`config.mk`:
```
export PLATFORM = sky130hd
export DESIGN_NAME = rr_arb_2a1
export DESIGN_NICKNAME = d
export VERILOG_FILES = /design/src/rtl/rr_arb_2a1_pkg.sv /design/src/rtl/rr_arb_2a1_burst_cnt.sv /design/src/rtl/rr_arb_2a1.sv
export SDC_FILE = /design/constraint.sdc
export NUM_CORES = 1
export LEC_CHECK = 0
export ABC_CLOCK_PERIOD_IN_PS = 2100
export CORE_ASPECT_RATIO = 0.75
export CORE_MARGIN = 4
export CORE_UTILIZATION = 30
export CTS_CLUSTER_SIZE = 30
export DETAILED_ROUTE_END_ITERATION = 7
export DONT_BUFFER_PORTS = 1
export GPL_TIMING_DRIVEN = 0
export RECOVER_POWER = 50
export SYNTH_ARGS = -nofsm -noshare
export SYNTH_HDL_FRONTEND = slang
export SYNTH_SLANG_ARGS = --single-unit
```
`constraint.sdc`:
```
create_clock -name clk -period 2.1 [get_ports clk]
set_input_delay 0.315 -clock clk [delete_from_list [all_inputs] [get_ports clk]]
set_output_delay 0.315 -clock clk [all_outputs]
set_load 0.01 [all_outputs]
```
`src/rtl/rr_arb_2a1_pkg.sv`:
```
// rr_arb_2a1_pkg: state encoding (state doubles as one-hot grant) and default sizing
package rr_arb_2a1_pkg;
    typedef enum logic [1:0] {IDLE = 2'b00, G0 = 2'b01, G1 = 2'b10} state_t;
    localparam int MAX_BURST_DEF = 4;
    localparam int CNT_W_DEF = 8;
endpackage

```
`src/rtl/rr_arb_2a1_burst_cnt.sv`:
```
// burst_cnt: beat counter with clear/enable and terminal count at MAX_BURST-1
module burst_cnt
    import rr_arb_2a1_pkg::*;
#(
    parameter int MAX_BURST = MAX_BURST_DEF,
    parameter int CNT_W = CNT_W_DEF
) (
    input  logic clk,
    input  logic rst,
    input  logic i_clr,
    input  logic i_en,
    output logic o_tc
);
    logic [CNT_W-1:0] r_cnt;
    always_ff @(posedge clk or posedge rst) begin
        if (rst) r_cnt <= '0;
        else if (i_clr) r_cnt <= '0;
        else if (i_en) r_cnt <= r_cnt + 1'b1;
    end
    assign o_tc = r_cnt == CNT_W'(MAX_BURST - 1);
endmodule

```
`src/rtl/rr_arb_2a1.sv`:
```
// rr_arb_2a1: two-requester round-robin arbiter with burst cap, drives 2:1 mux select
module rr_arb_2a1
    import rr_arb_2a1_pkg::*;
#(
    parameter int MAX_BURST = MAX_BURST_DEF,
    parameter int CNT_W = CNT_W_DEF
) (
    input  logic       clk,
    input  logic       rst,
    input  logic [1:0] req,
    input  logic       ready,
    output logic [1:0] gnt,
    output logic       sel,
    output logic       fire,
    output logic       busy
);
    state_t r_state, w_nxt, w_go;
    logic r_ptr, r_sel, r_busy;
    logic w_ptr_nxt, w_i, w_own, w_oth, w_tc, w_clr;
    assign gnt   = r_state;
    assign sel   = r_sel;
    assign busy  = r_busy;
    assign fire  = |(gnt & req) & ready;
    assign w_i   = r_state == G1;
    assign w_own = req[w_i];
    assign w_oth = req[~w_i];
    assign w_go  = w_i ? G0 : G1;
    burst_cnt #(.MAX_BURST(MAX_BURST), .CNT_W(CNT_W)) u_cnt (
        .clk  (clk),
        .rst  (rst),
        .i_clr(w_clr),
        .i_en (fire),
        .o_tc (w_tc)
    );
    // Release takes precedence over expiry; both hand the pointer to the other source.
    always_comb begin
        w_nxt = r_state;
        w_ptr_nxt = r_ptr;
        w_clr = 1'b0;
        if (r_state == IDLE) begin
            w_clr = 1'b1;
            w_nxt = req == 2'b11 ? (r_ptr ? G1 : G0) : req == 2'b01 ? G0 : req == 2'b10 ? G1 : IDLE;
        end else if (!w_own) begin
            w_clr = 1'b1;
            w_nxt = w_oth ? w_go : IDLE;
            w_ptr_nxt = ~w_i;
        end else if (fire && w_tc) begin
            w_clr = 1'b1;
            w_nxt = w_oth ? w_go : r_state;
            w_ptr_nxt = w_oth ? ~w_i : r_ptr;
        end
    end
    always_ff @(posedge clk or posedge rst) begin
        if (rst) begin
            r_state <= IDLE;
            r_ptr <= 1'b0;
            r_sel <= 1'b0;
            r_busy <= 1'b0;
        end else begin
            r_state <= w_nxt;
            r_ptr <= w_ptr_nxt;
            r_sel <= w_nxt == IDLE ? r_sel : w_nxt == G1;
            r_busy <= w_nxt != IDLE;
        end
    end
endmodule

```
==> run summary <==
The run finished with clean final reports. The number of pins with negative max-slew slack in the final report was 0. For the gate count after technology mapping, the log shows 73. TritonCTS built the clock tree.

For the pin with the worst max-slew slack, the measured transition is 0.482 ns. During placement, the flow inserted port buffers numbering 0. Hold timing on the final database bottoms out at a slack of 0.156 ns. In this run the worst setup path begins at gnt[0].

The kind of cell with the highest combined delay along the critical path is compound AO/OA/AOI/OAI gates. The post-synth net total is 79. Deepest clock path buffer count: 2. The portion of the post-synthesis area used by sequential elements was 0.476. Path type of the worst setup path: flip-flop to flip-flop. Using the TritonRoute via totals, the vias-per-cell ratio works out to 4.99. Clock tree synthesis selected as its root buffer the cell sky130_fd_sc_hd__clkbuf_4.

The DRC violations left is 0. For flop-to-flop paths, the worst setup slack is 0.31 ns. The peak ir drop on the vdd network came out at 0.328 mV. The signal on the critical path passes through a22o_2 > and4b_1 > buf_6 > a311oi_1 > o21ba_1. The final global-route overflow total was 0; the length in cells of the worst reg-to-reg path was 5. For the worst-skew pair, the clock arrives at the later sink with an insertion delay of 0.27 ns. The final setup violation count is 0, and the relative slew slack is 0.678.

The starting density of the core is 0.328, and the area of the placeable core is 2080 sq um. The multiplexer share of the synthesized area works out to 0. Summed over all failing endpoints, the final setup total negative slack is 0 ns. The die covers 3110 sq um. At the end of the flow, the number of nets in the layout was 85. The share of the synthesized area in compound gates (AO/OA/AOI/OAI) came out at 0.174. The number of distinct library cells after synthesis came out at 25. The worst setup path is captured at a flip-flop. The tools report the via count of the first global-routing pass as 481. By area, the combinational part of the netlist is dominated by simple AND/OR/NAND/NOR gates. The launch instance of the worst register-to-register path was gnt[0].

In this run the worst path has a maximum fanout of 9. Across the run, the number of max-cap violations was 0. The static power due to leakage was 0.000343 uW.

The buffer and inverter count on the worst path is 1. The chip width was 63.1 um. Setup repair after global routing left no endpoint under its margin. The tools report the routed via count as 509. The first global-routing pass estimated 2130 um of wire.

The worst hold path passes through 2 cells. Number of hold violations in the final report: 0. The most common flop cell mapped by yosys was sky130_fd_sc_hd__dfrtp_1. The clock sink count was 13; the register bit count reported by yosys was 13. The number of antenna diodes in the final layout is 0. The number of enable flip-flop cells after synthesis works out to 0. Data on the critical path is required at its endpoint by 2.27 ns.

For the number of design-rule violations left by the first detailed-router iteration, the log shows 5. The async set or reset register ratio after synthesis is 1.00. For the worst setup path, the data arrival time is 1.96 ns.

The number of antenna-violating nets in the routed design was 0; the area growth from synthesis to layout was 8.61%. In this run the cell area of the synthesized design comes to 683 sq um. The logs give 14 for the maximum number of pins on one net before global-route repair and 0 for the number of warnings printed during yosys synthesis. After legalization and detailed placement, the total HPWL measured 938 um.

After floorplanning, the core was divided into 14 placement rows. Worst hold path class: input pin to flip-flop. The overall fraction of global-route tracks in use was 0.0881; the power density relative to cell area was 696 nW/um^2. The pre-antenna-repair detailed-routing pass consisted of 4 iterations. The final period utilization works out to 0.851. Counting the fill cells in the layout gives 218.

The worst hold path begins at req[1]. In this run, CTS created clock tree buffers numbering 3. The tools report the hold path endpoint as busy.

The congestion estimate from routability-driven global placement came to 0.774. The worst register-to-register path ends at sel. The mean cell area of the mapped netlist is 9.36 sq um, and the final critical-path required period is 1.79 ns. The fraction of final layout cells sized beyond drive strength 1 works out to 0.0641. The worst setup path is launched from a flip-flop. On the worst path, the slowest cell contributes a delay of 0.49 ns. The simple-gate area share of the yosys netlist is 0.207, and the I/O pin total is 10. The tools report the maximum level of the CTS H-tree as 1. The die is 49.3 um tall.

The run gives 1210 um as the aggregate routed wire length. The xor-xnor portion of the synthesized cell area was 0.0641; the post-synthesis adder-cell area fraction was 0.0183. For the worst setup skew after layout, the log shows 0.00112 ns. Dividing the detail-routed wire length by the instance count gives 11.9 um.

The clock edge transition at the registers on the reported setup and hold paths is 0.07 ns, and the total setup buffers inserted after CTS is 0. Timing would allow up to 0.559 GHz. The initial antenna violation count came out at 0.

Critical-path cell with the highest stage delay: sky130_fd_sc_hd__dfrtp_1.
[cell usage after synthesis (2+ instances only)]
library cell	instances	share of area
sky130_fd_sc_hd__inv_1	5	0.027
sky130_fd_sc_hd__or3_1	2	0.018
sky130_fd_sc_hd__xnor2_1	2	0.026
sky130_fd_sc_hd__dfrtp_1	13	0.48
sky130_fd_sc_hd__nand2_1	9	0.049
sky130_fd_sc_hd__o21ai_0	3	0.022
sky130_fd_sc_hd__a21oi_1	7	0.051
sky130_fd_sc_hd__nand3_1	2	0.015
sky130_fd_sc_hd__nor2_1	8	0.044
sky130_fd_sc_hd__a311oi_1	2	0.026
sky130_fd_sc_hd__xor2_1	3	0.038
sky130_fd_sc_hd__buf_6	2	0.033
sky130_fd_sc_hd__and3_1	3	0.027
[registers in the layout, summed over array words and instances (netlist names)]
signal,flops
u_cnt.r_cnt,8
busy,1
gnt,2
r_ptr,1
sel,1
[power breakdown]
| group | total, uW | internal, uW | switching [uW] | leakage (uW) |
|---|---|---|---|---|
| registers | 293 | 269 | 23.6 | 0.000171 |
| logic | 75.1 | 29.7 | 45.4 | 0.000157 |
| clock network | 149 | 73.7 | 74.9 | 0.0000150 |
[cells in the final DEF (no fill, tap or decap), types with 2 or more instances in the layout]
master,instances
sky130_fd_sc_hd__inv_1,5
sky130_fd_sc_hd__nand3_1,2
sky130_fd_sc_hd__nand2_1,9
sky130_fd_sc_hd__or3_1,2
sky130_fd_sc_hd__and3_1,3
sky130_fd_sc_hd__xnor2_1,2
sky130_fd_sc_hd__a311oi_1,2
sky130_fd_sc_hd__o21ai_0,3
sky130_fd_sc_hd__clkbuf_4,3
sky130_fd_sc_hd__clkbuf_1,2
sky130_fd_sc_hd__nor2_1,8
sky130_fd_sc_hd__a21oi_1,7
sky130_fd_sc_hd__xor2_1,3
sky130_fd_sc_hd__dfrtp_1,13
[what timing repair did]
| item | in CTS | in global routing |
|---|---|---|
| gates resized for setup | 0 | 0 |
| hold buffers | 1 | 0 |
| hold endpoints to repair | 13 | 0 |
[cell type report]
class / instances / area, sq um / area share
buffer: 2 / 15.0 / 0.0202
clock buffer: 4 / 26.3 / 0.0354
inverter: 5 / 18.8 / 0.0253
multi-input combinational: 53 / 317 / 0.427
sequential: 13 / 325 / 0.438
tap: 24 / 30.0 / 0.0405
timing repair buffer: 1 / 10.0 / 0.0135
[metrics by stage]
step                instance area, sq um  power, uW  utilization  setup WS [ns]  instances
finish                               742        516        0.356          0.312        102
global route                         742        554        0.356          0.230        102
CTS                                  749        526        0.360          0.290        102
detailed placement                   713        373        0.342          0.304         97
global placement                     713        372        0.342          0.306         97
floorplan                            683        355            -          0.454         73
[worst max-delay path by stage]
stage	end	slack, ns	cells after the start
global placement	sel	0.31	5
global route	sel	0.23	5
CTS	sel	0.29	5
finish	sel	0.31	5
floorplan	sel	0.45	5
detailed placement	sel	0.30	5
[layer usage]
metal | up-vias | share of wire | routed length [um] | track usage
li1 | 265 | - | - | -
met4 | 0 | 0.0099 | 12 | 0.0330
met1 | 231 | 0.53 | 637 | 0.119
met2 | 10 | 0.41 | 492 | 0.119
met3 | 3 | 0.058 | 70 | 0.0438
met5 | - | 0 | 0 | 0
[cell families (layout without fill, tap and decap cells)]
group	after synthesis	after routing
flip-flops	13	13
XOR/XNOR	5	5
adder cells (fa/ha/maj)	1	1
buffers and inverters	7	12
AO/OA/AOI/OAI	18	18
AND/OR/NAND/NOR	29	29
Power figures use the tool's default switching activity.
